$ cat config.mk
export PLATFORM = sky130hd
export DESIGN_NAME = click_event
export DESIGN_NICKNAME = d
export VERILOG_FILES = /design/src/rtl/whack_pkg.sv /design/src/rtl/sync_2ff.sv /design/src/rtl/click_event.sv
export SDC_FILE = /design/constraint.sdc
export NUM_CORES = 1
export LEC_CHECK = 0
export ABC_AREA = 1
export BUFFER_PORTS_ARGS = -buffer_cell sky130_fd_sc_hd__buf_2
export CORE_ASPECT_RATIO = 0.75
export CORE_MARGIN = 2
export CORE_UTILIZATION = 40
export CTS_BUF_LIST = sky130_fd_sc_hd__clkbuf_16
export DETAILED_ROUTE_END_ITERATION = 8
export GPL_TIMING_DRIVEN = 0
export SLEW_MARGIN = 20
export SYNTH_ARGS = -nofsm -noshare
export SYNTH_HDL_FRONTEND = slang
export SYNTH_SLANG_ARGS = --single-unit
$ cat constraint.sdc
create_clock -name clk40 -period 3.6 [get_ports clk40]
set_clock_uncertainty 0.05 [all_clocks]
set_input_delay 0 -clock clk40 [delete_from_list [all_inputs] [get_ports clk40]]
set_output_delay 0 -clock clk40 [all_outputs]
set_load 0.02 [all_outputs]
$ cat src/rtl/whack_pkg.sv
// Shared constants, FSM encoding and small helpers for the whack-a-mole click path.
package whack_pkg;

  localparam int SCREEN_W = 800;
  localparam int SCREEN_H = 600;

  localparam logic [11:0] X_MAX = 12'(SCREEN_W - 1);
  localparam logic [11:0] Y_MAX = 12'(SCREEN_H - 1);

  localparam logic [3:0] CELL_NONE = 4'd15;

  localparam int GRID_X0_DEF        = 100;
  localparam int GRID_Y0_DEF        = 60;
  localparam int CELL_W_DEF         = 200;
  localparam int CELL_H_DEF         = 160;
  localparam int HOLDOFF_FRAMES_DEF = 4;

  typedef enum logic [1:0] {
    IDLE    = 2'd0,
    CAPTURE = 2'd1,
    EMIT    = 2'd2,
    HOLDOFF = 2'd3
  } state_t;

  // row*3+col built from shifts and adds so no multiplier is inferred
  function automatic logic [3:0] cell_index(input logic [1:0] row, input logic [1:0] col);
    return ({2'b00, row} << 1) + {2'b00, row} + {2'b00, col};
  endfunction

endpackage

$ cat src/rtl/sync_2ff.sv
// Two-flop synchronizer for a single asynchronous level.
module sync_2ff (
  input  logic clk,
  input  logic rst,
  input  logic d,
  output logic q
);

  logic meta_reg;
  logic sync_reg;

  always_ff @(posedge clk) begin
    if (rst) begin
      meta_reg <= 1'b0;
      sync_reg <= 1'b0;
    end else begin
      meta_reg <= d;
      sync_reg <= meta_reg;
    end
  end

  assign q = sync_reg;

endmodule

$ cat src/rtl/click_event.sv
// Turns a left-button press into a single click pulse with clamped coordinates and
// the 3x3 grid cell hit, then ignores the button for a number of video frames.
module click_event
  import whack_pkg::*;
#(
  parameter int GRID_X0        = GRID_X0_DEF,
  parameter int GRID_Y0        = GRID_Y0_DEF,
  parameter int CELL_W         = CELL_W_DEF,
  parameter int CELL_H         = CELL_H_DEF,
  parameter int HOLDOFF_FRAMES = HOLDOFF_FRAMES_DEF
) (
  input  logic        clk40,
  input  logic        rst,
  input  logic [11:0] xpos,
  input  logic [11:0] ypos,
  input  logic        left,
  input  logic        vblnk,
  output logic        click,
  output logic [11:0] click_x,
  output logic [11:0] click_y,
  output logic [3:0]  click_cell
);

  localparam logic [12:0] XB0 = 13'(GRID_X0);
  localparam logic [12:0] XB1 = 13'(GRID_X0 + CELL_W);
  localparam logic [12:0] XB2 = 13'(GRID_X0 + 2 * CELL_W);
  localparam logic [12:0] XB3 = 13'(GRID_X0 + 3 * CELL_W);
  localparam logic [12:0] YB0 = 13'(GRID_Y0);
  localparam logic [12:0] YB1 = 13'(GRID_Y0 + CELL_H);
  localparam logic [12:0] YB2 = 13'(GRID_Y0 + 2 * CELL_H);
  localparam logic [12:0] YB3 = 13'(GRID_Y0 + 3 * CELL_H);

  localparam logic [3:0] HOLD_TARGET = 4'(HOLDOFF_FRAMES);
  localparam logic [1:0] FILL_DONE   = 2'd2;

  logic        left_s;
  logic [1:0]  fill_reg;
  logic        left_prev_reg;
  logic        vblnk_prev_reg;
  state_t      state_reg, state_next;
  logic [3:0]  frame_cnt_reg, frame_cnt_next;
  logic        click_reg;
  logic [11:0] click_x_reg, click_y_reg;
  logic [3:0]  click_cell_reg;

  logic        rise;
  logic        vblnk_rise;
  logic [11:0] clamp_x, clamp_y;
  logic [12:0] cx, cy;
  logic        col_ok, row_ok;
  logic [1:0]  col, row;
  logic [3:0]  cell_calc;

  sync_2ff u_sync (
    .clk (clk40),
    .rst (rst),
    .d   (left),
    .q   (left_s)
  );

  // left_prev starts high and only tracks left_s once the synchronizer has
  // filled, so a button held through reset never looks like a fresh press.
  assign rise       = (fill_reg == FILL_DONE) && left_s && !left_prev_reg;
  assign vblnk_rise = vblnk && !vblnk_prev_reg;

  assign clamp_x = (xpos > X_MAX) ? X_MAX : xpos;
  assign clamp_y = (ypos > Y_MAX) ? Y_MAX : ypos;

  assign cx     = {1'b0, click_x_reg};
  assign cy     = {1'b0, click_y_reg};
  assign col_ok = (cx >= XB0) && (cx < XB3);
  assign row_ok = (cy >= YB0) && (cy < YB3);
  assign col    = (cx < XB1) ? 2'd0 : ((cx < XB2) ? 2'd1 : 2'd2);
  assign row    = (cy < YB1) ? 2'd0 : ((cy < YB2) ? 2'd1 : 2'd2);
  assign cell_calc = (col_ok && row_ok) ? cell_index(row, col) : CELL_NONE;

  always_comb begin
    state_next     = state_reg;
    frame_cnt_next = frame_cnt_reg;
    case (state_reg)
      IDLE:    if (rise) state_next = CAPTURE;
      CAPTURE: state_next = EMIT;
      EMIT:    state_next = (HOLDOFF_FRAMES == 0) ? IDLE : HOLDOFF;
      HOLDOFF: begin
        if (vblnk_rise) begin
          if (frame_cnt_reg + 4'd1 == HOLD_TARGET) begin
            frame_cnt_next = 4'd0;
            state_next     = IDLE;
          end else begin
            frame_cnt_next = frame_cnt_reg + 4'd1;
          end
        end
      end
      default: state_next = IDLE;
    endcase
  end

  always_ff @(posedge clk40) begin
    if (rst) begin
      fill_reg       <= 2'd0;
      left_prev_reg  <= 1'b1;
      vblnk_prev_reg <= 1'b0;
      state_reg      <= IDLE;
      frame_cnt_reg  <= 4'd0;
      click_reg      <= 1'b0;
      click_x_reg    <= 12'd0;
      click_y_reg    <= 12'd0;
      click_cell_reg <= CELL_NONE;
    end else begin
      if (fill_reg != FILL_DONE) fill_reg <= fill_reg + 2'd1;
      else                       left_prev_reg <= left_s;
      vblnk_prev_reg <= vblnk;
      state_reg      <= state_next;
      frame_cnt_reg  <= frame_cnt_next;
      click_reg      <= (state_reg == CAPTURE);
      if (state_reg == IDLE && rise) begin
        click_x_reg <= clamp_x;
        click_y_reg <= clamp_y;
      end
      if (state_reg == CAPTURE) click_cell_reg <= cell_calc;
    end
  end

  assign click      = click_reg;
  assign click_x    = click_x_reg;
  assign click_y    = click_y_reg;
  assign click_cell = click_cell_reg;

endmodule

==> metrics.csv <==
stage,metric,value,unit
clock_network,cts_resized,0,
timing,post-route-period-util,80.4,%
floorplanning,io_pins,57,
worst_setup_path,worst_path_fanout_max,3,
hold_path,hold_path.class,primary input to flip-flop,
global_routing,grt_use_total,18.7,%
worst_setup_path,timing.critical_path.cells,nand3_1 > nor2_1 > o21ai_0 > o21ai_0 > nor2_1 > fa_1 > ha_1 > fa_1 > inv_1 > nand3_1 > nand2_1 > nand2_1,
power_and_ir_drop,post-layout-total-power,1.18,mW
floorplanning,core-area,4570,µm²
floorplanning,die-width,84.4,µm
timing,timing.final.hold_violations,0,
floorplanning,floorplan.die_area,5420,µm²
logic_synthesis,synthMostInstantiatedCell,dfxtp_1,
place,place_hpwl,3310,µm
power_and_ir_drop,switching_share,28.4,%
logic_synthesis,synth_area_leaders,"dfxtp_1 42%, nand2_1 7.7%, nor2_1 7.6%",
timing,grt_setup_unrepaired,false,
timing,whs,8.71,ps
logic_synthesis,synthesis.area_per_instance,7.34,µm²
timing,final.setup.tns,0,ps
clock_network,clock_path_buffers,2,
routing,routed_via_count,1957,
worst_setup_path,startpoint_type,flip-flop,
timing,worst_pin_slew,615,ps
logic_synthesis,ys_seq_elements,41,
routing,detail_route.drc_violations,0,
logic_synthesis,synth_sequential_area_ratio,42.3,%
routing,route.detailed.wl_per_inst,11.6,µm
global_routing,grt_pass1_wl,8240,µm
logic_synthesis,async_flop_share,0,%
worst_setup_path,r2r.worst_path.cells,12,
floorplanning,initial_utilization,42.4,%
clock_network,clkLatencyLatePin,280,ps
finish,final_layout_size_suffix_gt1_share,19.9,%
finish,area_growth,37.6,%
place,buffer_ports.inserted,56,
finish,num-nets-final,389,
clock_network,cts-buffers-inserted,5,
logic_synthesis,unique_masters_post_synth,26,
run_status,status,finished clean,
worst_setup_path,critPathArrivalTime,3010,ps
logic_synthesis,post_synthesis_instance_area,1940,µm²
worst_setup_path,critPathRequiredTime,3720,ps
logic_synthesis,synth-warning-count,0,
power_and_ir_drop,vdd_ir_drop_max,331,µV
logic_synthesis,synth_edf_count,0,
floorplanning,die_height,64.3,µm
clock_network,count_of_hold_fix_buffers_inserted_at_cts,24,
logic_synthesis,synth_cell_count_leaders,"41 x dfxtp_1, 40 x nand2_1, 39 x nor2_1",
place,place.gp.congestion,0.759,
floorplanning,placement_rows,21,
worst_setup_path,crit_path_top_delay_cell,o21ai_0,
power_and_ir_drop,clockPowerShare,35.0,%
clock_network,path_clk_slew,60,ps
global_routing,grt_pass1_vias,1901,
power_and_ir_drop,p_comb_share,20.9,%
routing,totalWireLength,4730,µm
logic_synthesis,synth_top_cell_area_share,42.3,%
flow_run,max_cap_viol_count,0,
power_and_ir_drop,p_per_area,444,nW/µm²
hold_path,holdPathStages,3,
worst_setup_path,crit_path_max_cell_delay,490,ps
logic_synthesis,synth_cells,264,
global_routing,gr-total-overflow,0,
clock_network,htreeDepth,2,
timing,final-max-slew-violation-count,0,
logic_synthesis,ys.flop_type,dfxtp_1,
logic_synthesis,postSynthNetCount,302,
global_routing,grt_start_max_net_pins,12,
routing,drtIter0Drc,79,
finish,antenna_cells,0,
routing,drt_pass1_iterations,4,
logic_synthesis,post_synthesis_cell_type_with_the_largest_combined_area,dfxtp_1,
timing,max_freq,0.346,GHz
timing,min_period,2890,ps
timing,setup_viol,0,
timing,slew_headroom,58.5,%
routing,vias_per_cell,4.78,
clock_network,cts_setup_buffers,0,
global_routing,grt_antenna_before_repair,0,
worst_setup_path,timing.critical_path.to_type,flip-flop,
finish,final_cell_count_no_fill,409,
clock_network,tritoncts,built,
clock_network,cts_sinks,41,
power_and_ir_drop,static_leakage,1.32,nW
power_and_ir_drop,power_switching,337,µW
worst_setup_path,worstSetupPathType,flip-flop to flip-flop,
finish,finish.utilization,58.3,%
power_and_ir_drop,internal_power,847,µW
clock_network,cts_root_buf,clkbuf_16,
power_and_ir_drop,power.sequential.fraction,44.1,%
routing,antenna_left,0,
place,placed_cells,377,
-- metrics by stage --
step / cell area [µm²] / setup WS, ps
after floorplan: 1940 / 842
after global placement: 2290 / 751
after detailed placement: 2290 / 736
after CTS: 2670 / 704
after global routing: 2670 / 401
final: 2670 / 706
-- worst max-delay path, delay by kind of cell (launching register included) --
family	cells	cell delay [ps]
flip-flops	1	350
AND/OR/NAND/NOR	6	640
adder cells (fa/ha/maj)	3	1110
AO/OA/AOI/OAI	2	570
buffers and inverters	1	60
-- layout by cell type (no fill, tap or decap) --
cell type | netlist | layout
nand2_2 | 1 | 1
a211oi_1 | 1 | 1
nand3_1 | 20 | 20
fa_1 | 2 | 2
clkbuf_16 | 0 | 5
o21ai_0 | 14 | 14
and2_1 | 1 | 1
nand4_1 | 2 | 2
ha_1 | 8 | 8
buf_6 | 2 | 2
clkinv_4 | 1 | 1
a31oi_1 | 6 | 6
nand2_4 | 1 | 1
o311ai_0 | 1 | 1
nor2_1 | 39 | 39
clkinv_1 | 1 | 1
xor2_1 | 1 | 1
o21ai_1 | 13 | 13
a21oi_1 | 27 | 27
nor3_1 | 3 | 3
dlygate4sd3_1 | 0 | 24
nand2_1 | 40 | 40
inv_1 | 32 | 35
buf_2 | 3 | 59
clkbuf_1 | 2 | 2
nor2_4 | 1 | 1
dfxtp_1 | 41 | 41
nand3b_1 | 1 | 1
-- per-layer routing --
layer | track usage, % | routed length (µm) | up-vias
li1 | - | - | 1043
met2 | 31.2 | 2100 | 51
met5 | 0 | 0 | -
met1 | 24.4 | 2350 | 855
met3 | 4.13 | 217 | 8
met4 | 5.75 | 65 | 0
-- cell type report --
type | instances | area [µm²]
repair buffers | 80 | 520
inverters | 34 | 133
fillers | 429 | 1910
clock buffers | 5 | 125
flip-flops and latches | 41 | 821
plain buffers | 7 | 45.0
well taps | 57 | 71.3
clock inverters | 3 | 11.3
multi-input cells | 182 | 940
-- power groups by stage --
| stage | logic [mW] | clock network, mW | registers [mW] |
|---|---|---|---|
| 6_report | 0.248 | 0.414 | 0.522 |
| 5_1_grt | 0.290 | 0.442 | 0.529 |
| 4_1_cts | 0.249 | 0.425 | 0.522 |
| 3_5_place_dp | 0.226 | 0 | 0.532 |
| 3_3_place_gp | 0.225 | 0 | 0.532 |
| 2_1_floorplan | 0.140 | 0 | 0.553 |
-- path summary, 6_finish.rpt --
| check | startpoint | to | slack [ps] |
|---|---|---|---|
| max | click_y[3] | click_cell[2] | 710 |
| max reg2reg | click_y[3] | click_cell[2] | 710 |
| min reg2reg | u_sync.meta_reg | u_sync.q | 350 |
| min | ypos[10] | click_y[6] | 9 |
-- cell families after synthesis --
family	after synthesis	synth area share, %
AOI/OAI and AO/OA	62	16.7
and+or+nand+nor	109	24.1
buffers and inverters	41	9.17
adders and majority gates	10	7.23
DFF	41	42.4
xor gates and xnor gates	1	0.452
Note: power is estimated with default switching activity, not from simulation.
